## config.mk

```make
export PLATFORM = sky130hd
export DESIGN_NAME = rect_coord_gen
export DESIGN_NICKNAME = d
export VERILOG_FILES = /design/src/rtl/rect_coord_gen.sv
export SDC_FILE = /design/constraint.sdc
export NUM_CORES = 1
export LEC_CHECK = 0
export CAP_MARGIN = 10
export CORE_MARGIN = 2
export CORE_UTILIZATION = 42
export CTS_BUF_LIST = sky130_fd_sc_hd__clkbuf_4 sky130_fd_sc_hd__clkbuf_8 sky130_fd_sc_hd__clkbuf_16
export DETAILED_ROUTE_END_ITERATION = 8
export PLACE_DENSITY_LB_ADDON = 0.1
export SLEW_MARGIN = 20
export SYNTH_ARGS = -nofsm -noshare
export SYNTH_HDL_FRONTEND = slang
export SYNTH_SLANG_ARGS = --single-unit
```

## constraint.sdc

```tcl
create_clock -name clk -period 11.81 [get_ports clk]
set_input_delay 1.7715 -clock clk [delete_from_list [all_inputs] [get_ports clk]]
set_output_delay 1.7715 -clock clk [all_outputs]
set_load 0.005 [all_outputs]
```

## src/rtl/rect_coord_gen.sv

```systemverilog
// Pseudo-random red/blue rectangle corner generator. An LFSR fills a shadow set over
// eight cycles; the set is committed to the outputs on a frame tick every HOLD_FRAMES frames.
module rect_coord_gen #(
  parameter int          H_MAX       = 640,
  parameter int          V_MAX       = 480,
  parameter int          MIN_SIZE    = 16,
  parameter int          HOLD_FRAMES = 60,
  parameter logic [15:0] SEED        = 16'hACE1
) (
  input  logic       clk,
  input  logic       rst_n,
  input  logic       frame_tick,
  input  logic       enable,
  output logic [9:0] rw0_out,
  output logic [9:0] rw1_out,
  output logic [8:0] rh0_out,
  output logic [8:0] rh1_out,
  output logic [9:0] bw0_out,
  output logic [9:0] bw1_out,
  output logic [8:0] bh0_out,
  output logic [8:0] bh1_out,
  output logic       new_set
);

  localparam int          CW        = (HOLD_FRAMES > 1) ? $clog2(HOLD_FRAMES) : 1;
  localparam logic [CW-1:0] CNT_LAST = CW'(HOLD_FRAMES - 1);
  localparam logic [15:0] LFSR_INIT = (SEED == 16'h0) ? 16'hACE1 : SEED;
  localparam logic [9:0]  X_BOUND   = 10'(H_MAX);
  localparam logic [8:0]  Y_BOUND   = 9'(V_MAX);
  localparam logic [9:0]  X_HALF    = 10'(H_MAX / 2);
  localparam logic [9:0]  Y_HALF    = 10'(V_MAX / 2);
  localparam logic [9:0]  MIN10     = 10'(MIN_SIZE);
  localparam logic [10:0] MIN11     = 11'(MIN_SIZE);

  typedef enum logic {S_GEN = 1'b0, S_READY = 1'b1} state_t;

  state_t              r_state, w_state_nxt;
  logic [15:0]         r_lfsr;
  logic [2:0]          r_step;
  logic [CW-1:0]       r_cnt;
  logic [3:0][9:0]     r_shx, r_outx;   // index {blue, edgeB}
  logic [3:0][8:0]     r_shy, r_outy;
  logic                r_new_set;

  logic                w_tick, w_commit, w_isy, w_close;
  logic [1:0]          w_idx, w_aidx;
  logic [9:0]          w_xv, w_v, w_a, w_half, w_fix, w_draw;
  logic [8:0]          w_yv;
  logic signed [10:0]  w_diff;
  logic [10:0]         w_abs;

  assign w_tick = frame_tick & enable;

  // Step k: bit2 = colour, bit1 = y axis, bit0 = B edge.
  assign w_isy  = r_step[1];
  assign w_idx  = {r_step[2], r_step[0]};
  assign w_aidx = {r_step[2], 1'b0};

  assign w_xv   = (r_lfsr[9:0] >= X_BOUND) ? r_lfsr[9:0] - X_BOUND : r_lfsr[9:0];
  assign w_yv   = (r_lfsr[8:0] >= Y_BOUND) ? r_lfsr[8:0] - Y_BOUND : r_lfsr[8:0];
  assign w_v    = w_isy ? {1'b0, w_yv} : w_xv;
  assign w_a    = w_isy ? {1'b0, r_shy[w_aidx]} : r_shx[w_aidx];
  assign w_half = w_isy ? Y_HALF : X_HALF;

  // B edge too close to A is pushed MIN_SIZE away, toward the middle of the screen.
  assign w_diff  = $signed({1'b0, w_v}) - $signed({1'b0, w_a});
  assign w_abs   = w_diff[10] ? $unsigned(-w_diff) : $unsigned(w_diff);
  assign w_close = (w_abs < MIN11);
  assign w_fix   = (w_a >= w_half) ? w_a - MIN10 : w_a + MIN10;
  assign w_draw  = (r_step[0] && w_close) ? w_fix : w_v;

  always_ff @(posedge clk) begin
    if (!rst_n) r_state <= S_GEN;
    else        r_state <= w_state_nxt;
  end

  always_comb begin
    w_state_nxt = r_state;
    w_commit    = 1'b0;
    case (r_state)
      S_GEN:   if (r_step == 3'd7) w_state_nxt = S_READY;
      S_READY: if (w_tick && r_cnt == CNT_LAST) begin
        w_commit    = 1'b1;
        w_state_nxt = S_GEN;
      end
      default: w_state_nxt = S_GEN;
    endcase
  end

  always_ff @(posedge clk) begin
    if (!rst_n) begin
      r_lfsr    <= LFSR_INIT;
      r_step    <= 3'd0;
      r_cnt     <= '0;
      r_shx     <= '0;
      r_shy     <= '0;
      r_outx    <= '0;
      r_outy    <= '0;
      r_new_set <= 1'b0;
    end else begin
      r_new_set <= w_commit;
      if (r_state == S_GEN) begin
        r_lfsr <= {r_lfsr[14:0], r_lfsr[15] ^ r_lfsr[13] ^ r_lfsr[12] ^ r_lfsr[10]};
        r_step <= r_step + 3'd1;
        if (w_isy) r_shy[w_idx] <= w_draw[8:0];
        else       r_shx[w_idx] <= w_draw;
        if (w_tick && r_cnt != CNT_LAST) r_cnt <= r_cnt + 1'b1;
      end else if (w_tick) begin
        if (w_commit) begin
          r_cnt  <= '0;
          r_outx <= r_shx;
          r_outy <= r_shy;
        end else begin
          r_cnt  <= r_cnt + 1'b1;
        end
      end
    end
  end

  assign rw0_out = r_outx[0];
  assign rw1_out = r_outx[1];
  assign bw0_out = r_outx[2];
  assign bw1_out = r_outx[3];
  assign rh0_out = r_outy[0];
  assign rh1_out = r_outy[1];
  assign bh0_out = r_outy[2];
  assign bh1_out = r_outy[3];
  assign new_set = r_new_set;

endmodule
```

Word level (Yosys, flattened, before mapping)
Cells that the tools add are included.
{ "op_classes": {"addsub": 8, "magnitude_cmp": 7, "n_eq_ne": 4, "n_mux": 27, "bitwise": 6, "reduce_logical": 9} }
{ "op_table": {"columns": ["operator", "count"], "rows": [
  ["$mux W10", 8],
  ["$mux W9", 5],
  ["$bwmux W40", 1],
  ["$bwmux W36", 1],
  ["$mux W6", 4],
  ["$demux W10 S2", 1],
  ["$demux W9 S2", 1],
  ["$lt A11 B5 Y1 const B", 1],
  ["$mux W11", 1],
  ["$neg A11 Y11", 1],
  ["$sub A10 B10 Y11", 1],
  ["$add A10 B5 Y10 const B", 1],
  ["$ge A10 B10 Y1 const B", 1],
  ["$ge A10 B9 Y1", 1],
  ["$sub A10 B10 Y10 const B", 1],
  ["$sub A10 B5 Y10 const B", 1],
  ["$ge A9 B9 Y1 const B", 1],
  ["$sub A9 B9 Y9 const B", 1],
  ["$add A6 B1 Y6 const B", 1],
  ["$eq A6 B6 Y1 const B", 1],
  ["$lt A2 B3 Y1 const B", 2],
  ["$ne A6 B6 Y1 const B", 1],
  ["$reduce_and A2 Y1", 3],
  ["$logic_and A1 B1 Y1", 4],
  ["11 further kinds", 17]
]} }
{ "word_totals": {"register_bits": 179, "input_bits": 4, "out_inout_bits": 77, "elab_cells": 82} }

Logic depth before layout (Yosys ltp)
Gate-level depths: netlist (run 1).
{ "depth": {"ltp_word": 10, "mapped_depth": 17, "ltp_nobuf": 15} }

Worst setup path before layout (run 1)
OpenSTA, ideal clock, no wires.
{ "synth_path": {"path_kind": "register -> register", "start": "register r_lfsr[1]", "end": "register r_shx[19] (netlist bit)", "setup_time_ps": 132, "arrival_time_ps": 4000, "required_time_ps": 11678, "slack_ps": 7678, "path_stages_with_launch": 17, "path_buffers": 1, "period_less_slack_ps": 4132, "cell_sequence": "dfxtp_1 -> or4_1 -> nor2_1 -> a32o_1 -> nand2_1 -> mux2i_1 -> inv_1 -> ha_1 -> or4_1 -> o21ai_0 -> a31oi_1 -> xor2_1 -> a2111o_1 -> mux2i_4 -> buf_6 -> mux2i_1 -> a21oi_1"} }
{ "synth_via": {"elab_chain_len": 10, "word_cells_on_any_way": 14, "classes_between": "add/sub (4); order compare (3); mux (6); reduce/logical (1)"} }
{ "synth_lines": {"columns": ["item", "line_no", "text"], "rows": [
  ["start: declaration", "38", "logic [15:0] r_lfsr;"],
  ["start signal: assignment", "103", "r_lfsr <= {r_lfsr[14:0], r_lfsr[15] ^ r_lfsr[13] ^ r_lfsr[12] ^ r_lfsr[10]};"],
  ["$sub A10 B10 Y10, or another cell as far along", "59", "assign w_xv = (r_lfsr[9:0] >= X_BOUND) ? r_lfsr[9:0] - X_BOUND : r_lfsr[9:0];"],
  ["$mux W10 or $mux W9 (tied branches)", "59, 60", null],
  ["$mux W10 *", "61", "assign w_v = w_isy ? {1'b0, w_yv} : w_xv;"],
  ["$sub A10 B10 Y11", "66", "assign w_diff = $signed({1'b0, w_v}) - $signed({1'b0, w_a});"],
  ["$neg A11 Y11", "67", "assign w_abs = w_diff[10] ? $unsigned(-w_diff) : $unsigned(w_diff);"],
  ["$mux W11", "67", null],
  ["$lt A11 B5 Y1", "68", "assign w_close = (w_abs < MIN11);"],
  ["$logic_and A1 B1 Y1", "70", "assign w_draw = (r_step[0] && w_close) ? w_fix : w_v;"],
  ["$mux W10 *", "70", null],
  ["$bwmux W40 *", "106", "else r_shx[w_idx] <= w_draw;"],
  ["end signal: indexed assignment", "106", null],
  ["end: declaration", "41", "logic [3:0][9:0] r_shx, r_outx;"]
]} }
Every way passes the cells marked *; elsewhere a longest branch is shown, timed or not.
A chain may end at the register's enable or synchronous reset.

Worst setup path in the final report (run 1)
{ "layout_path": {"start": "register r_lfsr[1]", "end": "register r_shx[34] (netlist bit)"} }
The elaborated chain is that of the path after synthesis.

==> metrics.txt, run 1 <==
core area ~0.019 sq mm; element type at the critical path end flop; number of input and output port buffers inserted 80; clk_lat worst skew approximately 0.44 ns; Routed Wire Length roughly 21,000 um; count of endpoints failing hold in the final timing report 0; full die area about 0.02 sq mm; standby leakage power approximately 3.4 nW; Detail Placement HPWL between 10,000 and 15,000 um; fraction of the core area covered by cells at the end of the flow around half; worst hold-check slack 0.4610 ns; grt peak-use layer met2; area growth from synthesis to final layout 19.85%; Crit Reg-Reg Startpoint r_lfsr[1]; highest cell delay on the worst timing path roughly 0.76 ns; Worst slew margin 30.06%; share of the synthesized area in the top cell type approximately 45%; reported max-cap violation count 0; share of synthesized cell area in and, or, nand and nor gates about 17%; cell at the root of the clock tree sky130_fd_sc_hd__clkbuf_16; detailed-route DRC error count 0; cell types occupying the most area after synthesis sky130_fd_sc_hd__dfxtp_1 45%, sky130_fd_sc_hd__nand2_1 9.8%, sky130_fd_sc_hd__a21boi_0 7.5%; register bit total from synthesis 179; synthesized instance count 919; initial antenna violation count 0; placer congestion estimate 0.8486; detailed-router iteration count before antenna repair 5; net count reported at finish 1,000; crit path from r_lfsr[1]; combinational family with the most area after synthesis compound AO/OA/AOI/OAI gates; antenna-violating nets left 0; wire length per cell between 15 and 20 um; Reg clk slew, reported paths 0.07 ns; crit-path cells or4_1, nor2_1, a311oi_1, o221a_2, a21oi_1, ha_1, a21oi_1, o21a_1, or4_1, a2111o_1, mux2i_4, mux2i_1, o21ai_0; Reg2Reg Setup Slack approximately 6.3 ns; pins over their slew limit 0; worst-path cell with the longest stage delay sky130_fd_sc_hd__mux2i_4; Cell Rows 50; I/O pin count 81; fin crit period about 5.5 ns; overall fraction of global-route tracks in use 21.27%; end of the worst register-to-register path r_shx[34]; number of cells on the worst hold path 2; count of distinct cell types in the synthesized netlist between 50 and 60; Seq/Total Area, Yosys 44.94%; number of CTS-inserted buffers 17; Post-Layout Cell Count 1,216; Synth area leader sky130_fd_sc_hd__dfxtp_1; global route overflow 0; Max clock buf depth 2; Mapped Nets 950; Worst Path Arrival about 5.8 ns; worst-case clock skew 0.008464 ns; Die Span X 141.8 um; Sequential Area about 0.0036 sq mm; final setup vio count 0; multiplexer share of the synthesized area approximately 6.3%; slew at the pin with the worst max-slew slack 1.045 ns; FFs w/ async S/R, synth 0%; outcome finished clean; Post-CTS Hold Buffers 0; area used by multi-input combinational logic roughly 0.0041 sq mm; number of synthesis warnings 0; Power Dens Cells between 150 and 200 mW/mm^2; Max Clk Rate 0.1809 GHz; Hold WC Path Type reg2reg; via count of the first global-routing pass approximately 6,100; area share of xor/xnor cells in the synthesized design 1.757%; cell area after technology mapping 0.007974 sq mm; endpoint of the most critical setup path r_shx[34]; vias per cell 5.405; met1 track demand over resource about a third; fraction of the mapped netlist area in compound gates a little over a fifth; height of the die roughly 140 um; post-cts sizing count 0; layout cell share with drive strength beyond 1 ~7%; Antenna diodes 0; aggregate negative setup slack 0 ns; Fillers between 1,500 and 2,000; critical setup path kind reg2reg; number of enable flip-flop cells after synthesis 0; CTS tree built; met2 capacity usage during global routing 32.01%; adder and majority cell fraction of the synthesized area under 10%; most instantiated library cell after synthesis sky130_fd_sc_hd__nand2_1; number of cells traversed by the worst register-to-register path 13; startpoint type of the worst setup path flop; final period utilization 46.82%; data required time at the worst endpoint ~12 ns; count of clock tree sinks roughly 180; leading cell types by count after synthesis 209 x sky130_fd_sc_hd__nand2_1, 179 x sky130_fd_sc_hd__dfxtp_1, 80 x sky130_fd_sc_hd__a21boi_0; VDD IR-drop max around 0.0001 V; H-tree depth reported by CTS 4; total via count in the routed design around 6,600; highest fanout seen on the critical path 27; count of buffers added by post-CTS timing repair for setup 0; unrepaired setup endpoints after global routing no; post-synthesis average cell area slightly below 9 sq um; first-pass GRT wire length between 30,000 and 40,000 um; drt initial violations slightly below 400; cell count after placement 1,184; GR met3 Demand/Resource 3.476%; starting utilization of the core area 42.77%; largest net degree at the start of global routing 108; primary flip-flop cell chosen by synthesis mapping sky130_fd_sc_hd__dfxtp_1
==> sequential cells by signal, indices dropped and copies added, names as in the netlist <==
| name | flops |
|---|---|
| new_set | 1 |
| bw1_out | 10 |
| r_shx | 40 |
| r_shy | 36 |
| r_state | 1 |
| bh0_out | 9 |
| r_lfsr | 16 |
| rh0_out | 9 |
| bw0_out | 10 |
| rw1_out | 10 |
| r_step | 3 |
| rh1_out | 9 |
| r_cnt | 6 |
| bh1_out | 9 |
| rw0_out | 10 |
==> per-stage QoR <==
stage / setup slack (ns) / power, mW / instance area, sq um
floorplan: 7.678 / 0.8409 / 7974
global placement: 6.248 / 0.9078 / 8924
detailed placement: 6.206 / 0.9079 / 8924
CTS: 6.191 / 1.512 / 9554
global route: 5.787 / 1.571 / 9557
finish: 6.281 / 1.505 / 9557
==> logic make-up after synthesis <==
family,after synthesis
flops,179
xor+xnor,16
mux,37
fa+ha+maj,27
buf+inv,85
compound gates,262
simple gates,313
==> critical path: cells and delay by family, from the launching register on <==
kind	cells	cell delay (ns)
AOI/OAI and AO/OA	7	1.92
adders and majority gates	1	0.41
DFF	1	0.37
muxes	2	1.48
and+or+nand+nor	3	1.20
==> power by group <==
part / internal, mW / total (mW) / switching [mW]
Combinational: 0.0991 / 0.248 / 0.148
Clock: 0.352 / 0.606 / 0.254
Sequential: 0.626 / 0.651 / 0.0255
Total: 1.08 / 1.51 / 0.428
==> routing by layer <==
layer | routed length [um] | up-vias | share of wire (%)
met2 | 9030 | 148 | 43
met5 | 0 | - | 0
met1 | 10710 | 3126 | 51
li1 | - | 3281 | -
met4 | 248 | 0 | 1.2
met3 | 944 | 18 | 4.5
==> layout by cell type (no fill, tap or decap), drive strengths merged, types with 3 or more instances in the layout <==
cell / count
a21boi: 80
a21o: 4
a21oi: 65
a22o: 4
a31oi: 5
and2: 7
buf: 12
bufinv: 3
clkbuf: 20
clkdlybuf4s50: 79
clkinvlp: 3
dfxtp: 179
ha: 25
inv: 29
mux2i: 27
mux4: 9
nand2: 209
nand2b: 5
nand3: 18
nand4: 7
nor2: 23
nor2b: 18
nor3: 8
nor3b: 3
nor4: 4
o211ai: 4
o21a: 3
o21ai: 65
o221ai: 3
o311ai: 4
o31ai: 9
or4: 3
xnor2: 8
xor2: 8
==> layout make-up <==
cell class              count  area share, %
multi-input cells         655          42.64
well taps                 234          3.064
repair buffers             91          9.217
clock buffers              20          4.818
clock inverters            12          1.781
inverters                  25         0.9819
flip-flops and latches    179          37.50
==> worst min path at each step <==
| stage | startpoint | endpoint | slack (ns) |
|---|---|---|---|
| after floorplan | r_shy[27] | bh1_out[0] | 0.44 |
| after global placement | bw1_out[0] | bw1_out[0] | 0.45 |
| after detailed placement | r_shy[34] | bh1_out[7] | 0.46 |
| after CTS | rw1_out[2] | rw1_out[2] | 0.47 |
| after global routing | bh1_out[2] | bh1_out[2] | 0.48 |
| final | rw1_out[2] | rw1_out[2] | 0.46 |
(Power assumes the default switching activity.)
==> run 2: changes to the inputs <==
==> constraint.sdc (replaced) <==
create_clock -name clk -period 5.4 [get_ports clk]
set_input_delay 0.81 -clock clk [delete_from_list [all_inputs] [get_ports clk]]
set_output_delay 0.81 -clock clk [all_outputs]
set_load 0.005 [all_outputs]
==> run 2 against run 1 <==
  * Worst hold slack better by 0.00060 ns
  * Fmax up 14%
  * Routed wire length up 1.8%
  * Via count up 0.59%
  * Sequential share of layout area down 0.064 points
  * Largest cell class unchanged
==> metrics.txt, run 2 (synthesis gave the netlist of run 1 again) <==
outcome finished clean; Die Span X ~140 um; switching power roughly 0.95 mW; commonest non-fill, non-tap cell in the layout sky130_fd_sc_hd__nand2_1; biggest regs r_shx x40, r_shy x36, r_lfsr x16; Sequential Area 0.003583 sq mm; Fillers between 1,500 and 2,000; cell at the root of the clock tree sky130_fd_sc_hd__clkbuf_16; area used by multi-input combinational logic roughly 0.0041 sq mm; worst min-delay path startpoint rw0_out[7]; CTS tree built; number of cells traversed by the worst register-to-register path 16; pins over their slew limit 0; number of input and output port buffers inserted 80; final setup vio count 0; layout cell share with drive strength beyond 1 7.956%; dpl cell area 0.009006 sq mm; highest fanout seen on the critical path 9; element type at the critical path end flop; Worst Path Arrival between 5 and 6 ns; aggregate negative setup slack 0 ns; full die area a little over 0.02 sq mm; detailed-route DRC error count 0; top library cells by usage in the layout, fill and taps aside 209 x sky130_fd_sc_hd__nand2_1, 179 x sky130_fd_sc_hd__dfxtp_1, 80 x sky130_fd_sc_hd__a21boi_0; Antenna diodes 0; placer congestion estimate roughly 0.83; Max clock buf depth 2; switching share of total power 30.13%; Routed Wire Length 21,300 um; Worst slew margin between 30% and 40%; area of all placed cells without fillers between 0.009 and 0.01 sq mm; Cell Rows 50; slew at the pin with the worst max-slew slack just over 1 ns; number of flip-flops in the largest register 40; height of the die approximately 140 um; routed length on met1 around 11,000 um; I/O pin count 81; combinational power share between 10% and 20%; Max Clk Rate 0.2063 GHz; register containing the most flip-flops in the final layout r_shx; startpoint type of the worst setup path flop; Reg2Reg Setup Slack 0.55 ns; Post-CTS Hold Buffers 0; post-cts sizing count 0; detailed-router iteration count before antenna repair 4; unrepaired setup endpoints after global routing no; data required time at the worst endpoint about 5.7 ns; wire length per cell around 17 um; H-tree depth reported by CTS 4; antenna-violating nets left 0; VDD IR-drop max ~0.00025 V; reported max-cap violation count 0; routed wire length on met3 ~900 um; number of CTS-inserted buffers 17; net count reported at finish between 1,000 and 1,500; core area roughly 0.019 sq mm; vias per cell about 5.4; worst-case clock skew roughly 0.014 ns; overall fraction of global-route tracks in use 21.88%; Power Dens Cells ~330 mW/mm^2; worst hold-check slack 0.4616 ns; Sequential Power Share between 40% and 50%; starting utilization of the core area between 40% and 50%; critical setup path kind reg2reg; Int Power ~2.2 mW; initial antenna violation count 0; top layer used by detailed routing met4; drt initial violations 508; count of clock tree sinks around 180; clk_lat worst skew 0.43 ns; overall power 3.168 mW; Detail Placement HPWL around 15,000 um; Hold WC Path Type reg2reg; standby leakage power roughly 3.4 nW; endpoint of the most critical setup path r_shy[27]; crit path from r_lfsr[1]; clock share of power a little under two fifths; end of the worst register-to-register path r_shy[27]; via count of the first global-routing pass 6,256; final period utilization approximately nine tenths; count of endpoints failing hold in the final timing report 0; fin crit period between 4 and 5 ns; Reg clk slew, reported paths about 0.070 ns; largest net degree at the start of global routing 111; first-pass GRT wire length about 34,000 um; count of buffers added by post-CTS timing repair for setup 0; Crit Reg-Reg Startpoint r_lfsr[1]; total via count in the routed design 6,612; global route overflow 0; area growth from synthesis to final layout 20.05%; routed length on met2 between 8000 and 9000 um
[run 2: routing by layer]
| layer | vias to the layer above | track usage, % |
|---|---|---|
| met5 | - | 0 |
| met4 | 0 | 5.789 |
| met3 | 16 | 4.151 |
| met2 | 152 | 32.09 |
| met1 | 3135 | 32.87 |
| li1 | 3309 | - |
[run 2: worst min path at each step]
stage,to,slack [ns],cells after the start
finish,rw0_out[7],0.46,2
global route,rw0_out[7],0.48,2
CTS,rw1_out[8],0.47,2
detailed placement,r_lfsr[15],0.45,2
global placement,rw1_out[4],0.45,2
floorplan,bh1_out[0],0.44,2
[run 2: critical path, stage by stage (launching register included)]
cell and delay [ns]:
sky130_fd_sc_hd__dfxtp_1 0.35, sky130_fd_sc_hd__or4_1 0.53, sky130_fd_sc_hd__nor2_1 0.32, sky130_fd_sc_hd__a311oi_1 0.20
sky130_fd_sc_hd__o22ai_1 0.22, sky130_fd_sc_hd__xnor2_1 0.27, sky130_fd_sc_hd__inv_1 0.12, sky130_fd_sc_hd__ha_1 0.29
sky130_fd_sc_hd__or4_1 0.51, sky130_fd_sc_hd__o21ai_0 0.08, sky130_fd_sc_hd__a31oi_1 0.07, sky130_fd_sc_hd__xor2_1 0.17
sky130_fd_sc_hd__a2111o_1 0.39, sky130_fd_sc_hd__mux2i_4 0.44, sky130_fd_sc_hd__buf_4 0.25, sky130_fd_sc_hd__mux2i_1 0.37
sky130_fd_sc_hd__a21oi_1 0.10
[run 2: metrics by stage]
step | setup slack, ns | cells | utilization (%)
final | 0.5533 | 1227 | 51.35
after global routing | 0.2305 | 1227 | 51.35
after detailed placement | 0.6050 | 1195 | 48.31
after global placement | 0.6426 | 1195 | 48.31
after floorplan | 1.268 | 919 | -
after CTS | 0.5803 | 1227 | 51.35
[run 2: final cells by class]
class	instances	share of cell area, %
clock buffers	19	4.666
clock inverters	13	1.255
inverters	25	0.9803
multi-input cells	655	42.54
flip-flops and latches	179	37.43
well taps	234	3.058
repair buffers	102	10.06
[run 2: power by group through the flow]
stage               registers (mW)  clock network [mW]  logic, mW
floorplan                     1.42                   0      0.414
global placement              1.46                   0      0.536
detailed placement            1.46                   0      0.533
CTS                           1.43                1.22      0.536
global route                  1.43                1.28      0.597
finish                        1.43                1.20      0.539
